==> src/rtl/pc_sequencer.sv <==
// pc_sequencer: program-counter sequencer with an integrated return-address stack.
// One step per clock when step=1. The commands, in priority order, are BSR
// (relative call), RET, LOAD and increment.
// Return addresses live in a circular buffer tracked by a top pointer and a count.
// Optional build macro PCSEQ_STACK_WRAP_EN: a BSR on a full stack overwrites the
// oldest entry instead of dropping the push, and ovf_err is then always 0.
module pc_sequencer #(
    parameter int unsigned PC_W     = 11,
    parameter int unsigned OFS_W    = 10,
    parameter int unsigned DEPTH    = 4,
    parameter int unsigned BSR_ADJ  = 2,
    parameter int unsigned RESET_PC = 0
) (
    input  logic                       clk,
    input  logic                       rst_n,
    input  logic                       step,
    input  logic                       load,
    input  logic [PC_W-1:0]            d,
    input  logic                       is_bsr,
    input  logic                       is_ret,
    input  logic [OFS_W-1:0]           ofs,
    input  logic                       err_clr,
    output logic [PC_W-1:0]            pc,
    output logic [PC_W-1:0]            stack_top,
    output logic [$clog2(DEPTH):0]     stack_cnt,
    output logic                       stack_full,
    output logic                       stack_empty,
    output logic                       ovf_err,
    output logic                       unf_err
);

    localparam int unsigned PTR_W = $clog2(DEPTH);
    localparam int unsigned CNT_W = PTR_W + 1;
    localparam logic [PC_W-1:0]  PC_ONE  = PC_W'(1);
    localparam logic [PC_W-1:0]  PC_ADJ  = PC_W'(BSR_ADJ);
    localparam logic [PC_W-1:0]  PC_RST  = PC_W'(RESET_PC);
    localparam logic [PTR_W-1:0] PTR_ONE = PTR_W'(1);
    localparam logic [CNT_W-1:0] CNT_ONE = CNT_W'(1);
    localparam logic [CNT_W-1:0] CNT_MAX = CNT_W'(DEPTH);

    logic [PC_W-1:0]  pc_q, pc_d;
    logic [PC_W-1:0]  top_q, top_d;
    logic [PTR_W-1:0] ptr_q, ptr_d;
    logic [CNT_W-1:0] cnt_q, cnt_d;
    logic             full_q, full_d;
    logic             empty_q, empty_d;
    logic             ovf_q, ovf_d;
    logic             unf_q, unf_d;

    logic [PC_W-1:0]  mem [DEPTH];
    logic             push_en;
    logic [PC_W-1:0]  push_data;
    logic             ovf_set;
    logic             unf_set;

    logic signed [OFS_W-1:0] ofs_s;
    logic [PC_W-1:0]         ofs_ext;
    logic [PC_W-1:0]         pc_inc;

    assign ofs_s   = ofs;
    assign ofs_ext = PC_W'(ofs_s);
    assign pc_inc  = pc_q + PC_ONE;

    // Next-state: command selection, stack pointer/count update and sticky flags
    always_comb begin
        pc_d      = pc_q;
        ptr_d     = ptr_q;
        cnt_d     = cnt_q;
        push_en   = 1'b0;
        push_data = pc_inc;
        ovf_set   = 1'b0;
        unf_set   = 1'b0;

        if (step) begin
            if (is_bsr) begin
                pc_d = pc_q + ofs_ext - PC_ADJ;
                if (cnt_q != CNT_MAX) begin
                    push_en = 1'b1;
                    ptr_d   = ptr_q + PTR_ONE;
                    cnt_d   = cnt_q + CNT_ONE;
                end else begin
`ifdef PCSEQ_STACK_WRAP_EN
                    // When full, the slot after the top pointer holds the oldest entry.
                    push_en = 1'b1;
                    ptr_d   = ptr_q + PTR_ONE;
`else
                    ovf_set = 1'b1;
`endif
                end
            end else if (is_ret) begin
                if (cnt_q != '0) begin
                    pc_d  = mem[ptr_q];
                    ptr_d = ptr_q - PTR_ONE;
                    cnt_d = cnt_q - CNT_ONE;
                end else begin
                    pc_d    = pc_inc;
                    unf_set = 1'b1;
                end
            end else if (load) begin
                pc_d = d;
            end else begin
                pc_d = pc_inc;
            end
        end

`ifdef PCSEQ_STACK_WRAP_EN
        ovf_d = ovf_set;
`else
        ovf_d = (ovf_q & ~err_clr) | ovf_set;
`endif
        unf_d = (unf_q & ~err_clr) | unf_set;

        full_d  = (cnt_d == CNT_MAX);
        empty_d = (cnt_d == '0);

        // Forward the value being pushed this edge so stack_top stays registered.
        if (cnt_d == '0)
            top_d = '0;
        else if (push_en)
            top_d = push_data;
        else
            top_d = mem[ptr_d];
    end

    // Control and status registers with asynchronous reset
    always_ff @(posedge clk or negedge rst_n) begin
        if (!rst_n) begin
            pc_q    <= PC_RST;
            top_q   <= '0;
            ptr_q   <= '0;
            cnt_q   <= '0;
            full_q  <= 1'b0;
            empty_q <= 1'b1;
            ovf_q   <= 1'b0;
            unf_q   <= 1'b0;
        end else begin
            pc_q    <= pc_d;
            top_q   <= top_d;
            ptr_q   <= ptr_d;
            cnt_q   <= cnt_d;
            full_q  <= full_d;
            empty_q <= empty_d;
            ovf_q   <= ovf_d;
            unf_q   <= unf_d;
        end
    end

    // Return-address storage; contents are don't-care while the count is zero
    always_ff @(posedge clk) begin
        if (rst_n && push_en)
            mem[ptr_d] <= push_data;
    end

    assign pc          = pc_q;
    assign stack_top   = top_q;
    assign stack_cnt   = cnt_q;
    assign stack_full  = full_q;
    assign stack_empty = empty_q;
    assign ovf_err     = ovf_q;
    assign unf_err     = unf_q;

endmodule

==> config.mk <==
export PLATFORM = sky130hd
export DESIGN_NAME = pc_sequencer
export DESIGN_NICKNAME = d
export VERILOG_FILES = /design/src/rtl/pc_sequencer.sv
export SDC_FILE = /design/constraint.sdc
export NUM_CORES = 1
export LEC_CHECK = 0
export ABC_AREA = 1
export CAP_MARGIN = 20
export CORE_MARGIN = 2
export CORE_UTILIZATION = 35
export CTS_CLUSTER_SIZE = 8
export DETAILED_ROUTE_END_ITERATION = 16
export PLACE_DENSITY = 0.53
export RECOVER_POWER = 100
export SYNTH_ARGS = -nofsm -noshare
export SYNTH_HDL_FRONTEND = slang
export SYNTH_SLANG_ARGS = --single-unit
==> constraint.sdc <==
create_clock -name clk -period 3.55 [get_ports clk]
set_input_delay 0.355 -clock clk [delete_from_list [all_inputs] [get_ports clk]]
set_output_delay 0.355 -clock clk [all_outputs]
set_load 0.02 [all_outputs]
==> flow_metrics.env <==
export IMPL_grtUsageMet2=0.329
export IMPL_grtUsageMet3=0.0411
export IMPL_synth_top_family_by_area="simple AND/OR/NAND/NOR gates"
export IMPL_yosysSeqAreaShare=0.410
export IMPL_power_density_mw_per_mm2=837
export IMPL_setup_tns_ps=0
export IMPL_total_leakage_power_uw=0.00297
export IMPL_cts_setup_buffers=0
export IMPL_clock_skew_ps=8.34
export IMPL_yosys_top_cells_area="edfxtp_1 26%, dfrtp_1 15%, nand2_1 14%"
export IMPL_status="complete, but fails checks"
export IMPL_fin_crit_sh=0.808
export IMPL_hold_viol=0
export IMPL_core_area_mm2=0.0144
export IMPL_hold_end="ovf_err$_DFF_PN0_"
export IMPL_area_growth_pct=20.2
export IMPL_r2r_end="mem[1][3]$_DFFE_PP_"
export IMPL_hold_path_class="flop to flop"
export IMPL_drt_iter0_drc=260
export IMPL_dpl_cell_area_mm2=0.00588
export IMPL_overflow=0
export IMPL_required_ps=3600
export IMPL_cts_hold_buf=0
export IMPL_crit_buf_inv=2
export IMPL_max_slew_margin_rel=-0.236
export IMPL_path_cells="inv_1 -> ha_1 -> nand2_2 -> nand2_1 -> nand2_8 -> nand3_1 -> nand2_1 -> nor3_1 -> buf_4"
export IMPL_ant_nets=0
export IMPL_crit_path_end_kind="flop"
export IMPL_antenna_found_initial=0
export IMPL_nets=784
export IMPL_diodes=0
export IMPL_drc=0
export IMPL_drv_slew=33
export IMPL_grt_max_degree=33
export IMPL_clk_latency_ps=340
export IMPL_synth_warnings=0
export IMPL_tightest_slew_ps=1850
export IMPL_hold_start="ovf_err$_DFF_PN0_"
export IMPL_yosys_area_share_simple=0.303
export IMPL_critPathSlowestCell="nand3_1"
export IMPL_cts_tree="yes"
export IMPL_layout_common_cells="190 x nand2_1, 109 x inv_1, 84 x nand3_1"
export IMPL_synth_distinct_cells=39
export IMPL_post_drt_wl_per_cell_um=16.4
export IMPL_cp_common_cell="nand2_1"
export IMPL_critical_path_arrival_ps=2910
export IMPL_synth_top_cell_area_share=0.258
export IMPL_syn_inst=674
export IMPL_layout_drive_gt1_share=0.0624
export IMPL_num_rows=44
export IMPL_die_x_um=125
export IMPL_ir_worst_vdd_mv=0.377
export IMPL_dp_cells=905
export IMPL_final_common_cell="nand2_1"
export IMPL_dp_hpwl_mm=11.2
export IMPL_crit_path_max_incr_delay_ps=630
export IMPL_fillers=1520
export IMPL_avgSynthCellArea_um2=7.59
export IMPL_path_class="flop to flop"
export IMPL_cts_root_buffer="clkbuf_16"
export IMPL_timing_rr_start="stack_cnt[0]$_DFF_PN0_"
export IMPL_fmax_ghz=0.349
export IMPL_synth_adder_area_share=0.0601
export IMPL_clock_sinks=75
export IMPL_setup_viol=0
export IMPL_vias_per_cell=5.06
export IMPL_floorplan_die_area_mm2=0.0156
export IMPL_multi_input_area_mm2=0.00239
export IMPL_reg2regPathDepth=9
export IMPL_crit_path_max_fanout=22
export IMPL_drv_cap=1
export IMPL_min_period_ps=2870
export IMPL_initial_core_util=0.355
export IMPL_synth_seq_cells=75
export IMPL_min_delay_path_depth=2
export IMPL_startpoint_type="flop"
export IMPL_ctsResizeCount=0
export IMPL_fin_cells=921
export IMPL_grt_pass1_vias=4596
export IMPL_rsz0062_at_grt="no"
export IMPL_busiest_layer="met2"
export IMPL_violations="capacitance limit, slew limit"
export IMPL_grt_pass1_wl_mm=24.3
export IMPL_yosysTopAreaCell="edfxtp_1"
export IMPL_synth_nets=726
export IMPL_use_met1=0.256
export IMPL_synth_xor_area_frac=0.0169
export IMPL_ioPinCount=57
export IMPL_h_tree_depth=3
export IMPL_routed_wl_mm=15.1
export IMPL_vias=4657
export IMPL_finalInstanceArea_mm2=0.00615
export IMPL_regArea_mm2=0.00210
export IMPL_cp_startpoint="stack_cnt[0]$_DFF_PN0_"
export IMPL_synthMuxAreaShare=0
export IMPL_cts_buffers_inserted=9
export IMPL_firstDrtPassIters=5
export IMPL_io_buffers=56
export IMPL_gp_congestion=0.862
export IMPL_r2r_slack_ps=680
export IMPL_die_h_um=125
export IMPL_clk_pin_slew_ps=60
export IMPL_clockBufferDepth=2
export IMPL_critical_path_top_delay_family="simple AND/OR/NAND/NOR gates"
export IMPL_grtUsageTotal=0.200
export IMPL_synth_compound_area_share=0.0980
export IMPL_synth_area_mm2=0.00512
==> sequential cells by signal, indices dropped and copies added (netlist names) <==
signal and cells:
stack_empty 1, unf_err 1, ptr_q 2, pc 11
ovf_err 1, mem 44, stack_full 1, stack_cnt 3
stack_top 11
==> routing by layer <==
layer	share of wire	vias up
li1	-	2300
met1	0.42	2150
met2	0.48	169
met3	0.066	38
met4	0.032	0
met5	0	-
==> tightest hold or removal path, cell delays in order, from the launching register on <==
cell and delay (ps):
dfrtp_1 370, inv_1 50, o22ai_1 70
==> worst max path at each step <==
stage	slack (ps)	end	cells after the start
6_report	680	mem[1][3]$_DFFE_PP_	9
5_1_grt	370	mem[1][3]$_DFFE_PP_	9
4_1_cts	890	mem[0][8]$_DFFE_PP_	10
3_5_place_dp	840	mem[0][7]$_DFFE_PP_	8
3_3_place_gp	870	mem[0][2]$_DFFE_PP_	8
2_1_floorplan	850	mem[2][0]$_DFFE_PP_	10
==> cell families (layout without fill, tap and decap cells) <==
| logic type | count (synthesis) | in the layout |
|---|---|---|
| XOR/XNOR | 9 | 9 |
| adder cells (fa/ha/maj) | 24 | 24 |
| AND/OR/NAND/NOR | 343 | 343 |
| flip-flops | 75 | 75 |
| buffers and inverters | 138 | 201 |
| AO/OA/AOI/OAI | 85 | 85 |
==> area by class of cell <==
cell class,count,share of cell area
multi-input cells,461,0.389
clock buffers,12,0.0400
clock inverters,4,0.0161
inverters,113,0.0689
flip-flops and latches,75,0.341
well taps,184,0.0374
repair buffers,72,0.108
==> Yosys cell counts <==
cell	instances
buf_6	3
o21ai_0	30
nand3b_1	13
a21oi_2	9
nand2_1	188
buf_4	5
nand2_4	3
fa_1	1
or2_1	1
dfrtp_1	30
ha_1	23
xor2_1	6
nor2_2	2
nor2_1	32
buf_2	11
o21ai_2	2
xnor2_1	2
buf_1	1
inv_1	108
nand4_1	8
and2_1	1
o21bai_1	1
inv_2	5
nand3_4	1
dfstp_2	1
a21oi_1	29
nand3_1	82
o22ai_1	2
edfxtp_1	44
o2111ai_1	1
clkbuf_1	5
xor2_2	1
nor3_1	4
nand3_2	2
nand2_2	5
nand2_8	1
a211oi_1	1
o211ai_1	9
a31oi_1	1
==> where the power goes <==
part,internal (uW),switching (uW)
registers,1210,164
logic,923,1780
clock network,708,372
==> stage by stage <==
step / hold slack [ps] / utilization / total power [uW] / setup slack, ps
floorplan: 59.4 / - / 3260 / 850
global placement: 421 / 0.407 / 4160 / 867
detailed placement: 425 / 0.407 / 4170 / 838
CTS: 62.8 / 0.431 / 5270 / 891
global route: 550 / 0.427 / 5580 / 369
finish: 528 / 0.427 / 5150 / 683
(Power assumes the default switching activity.)
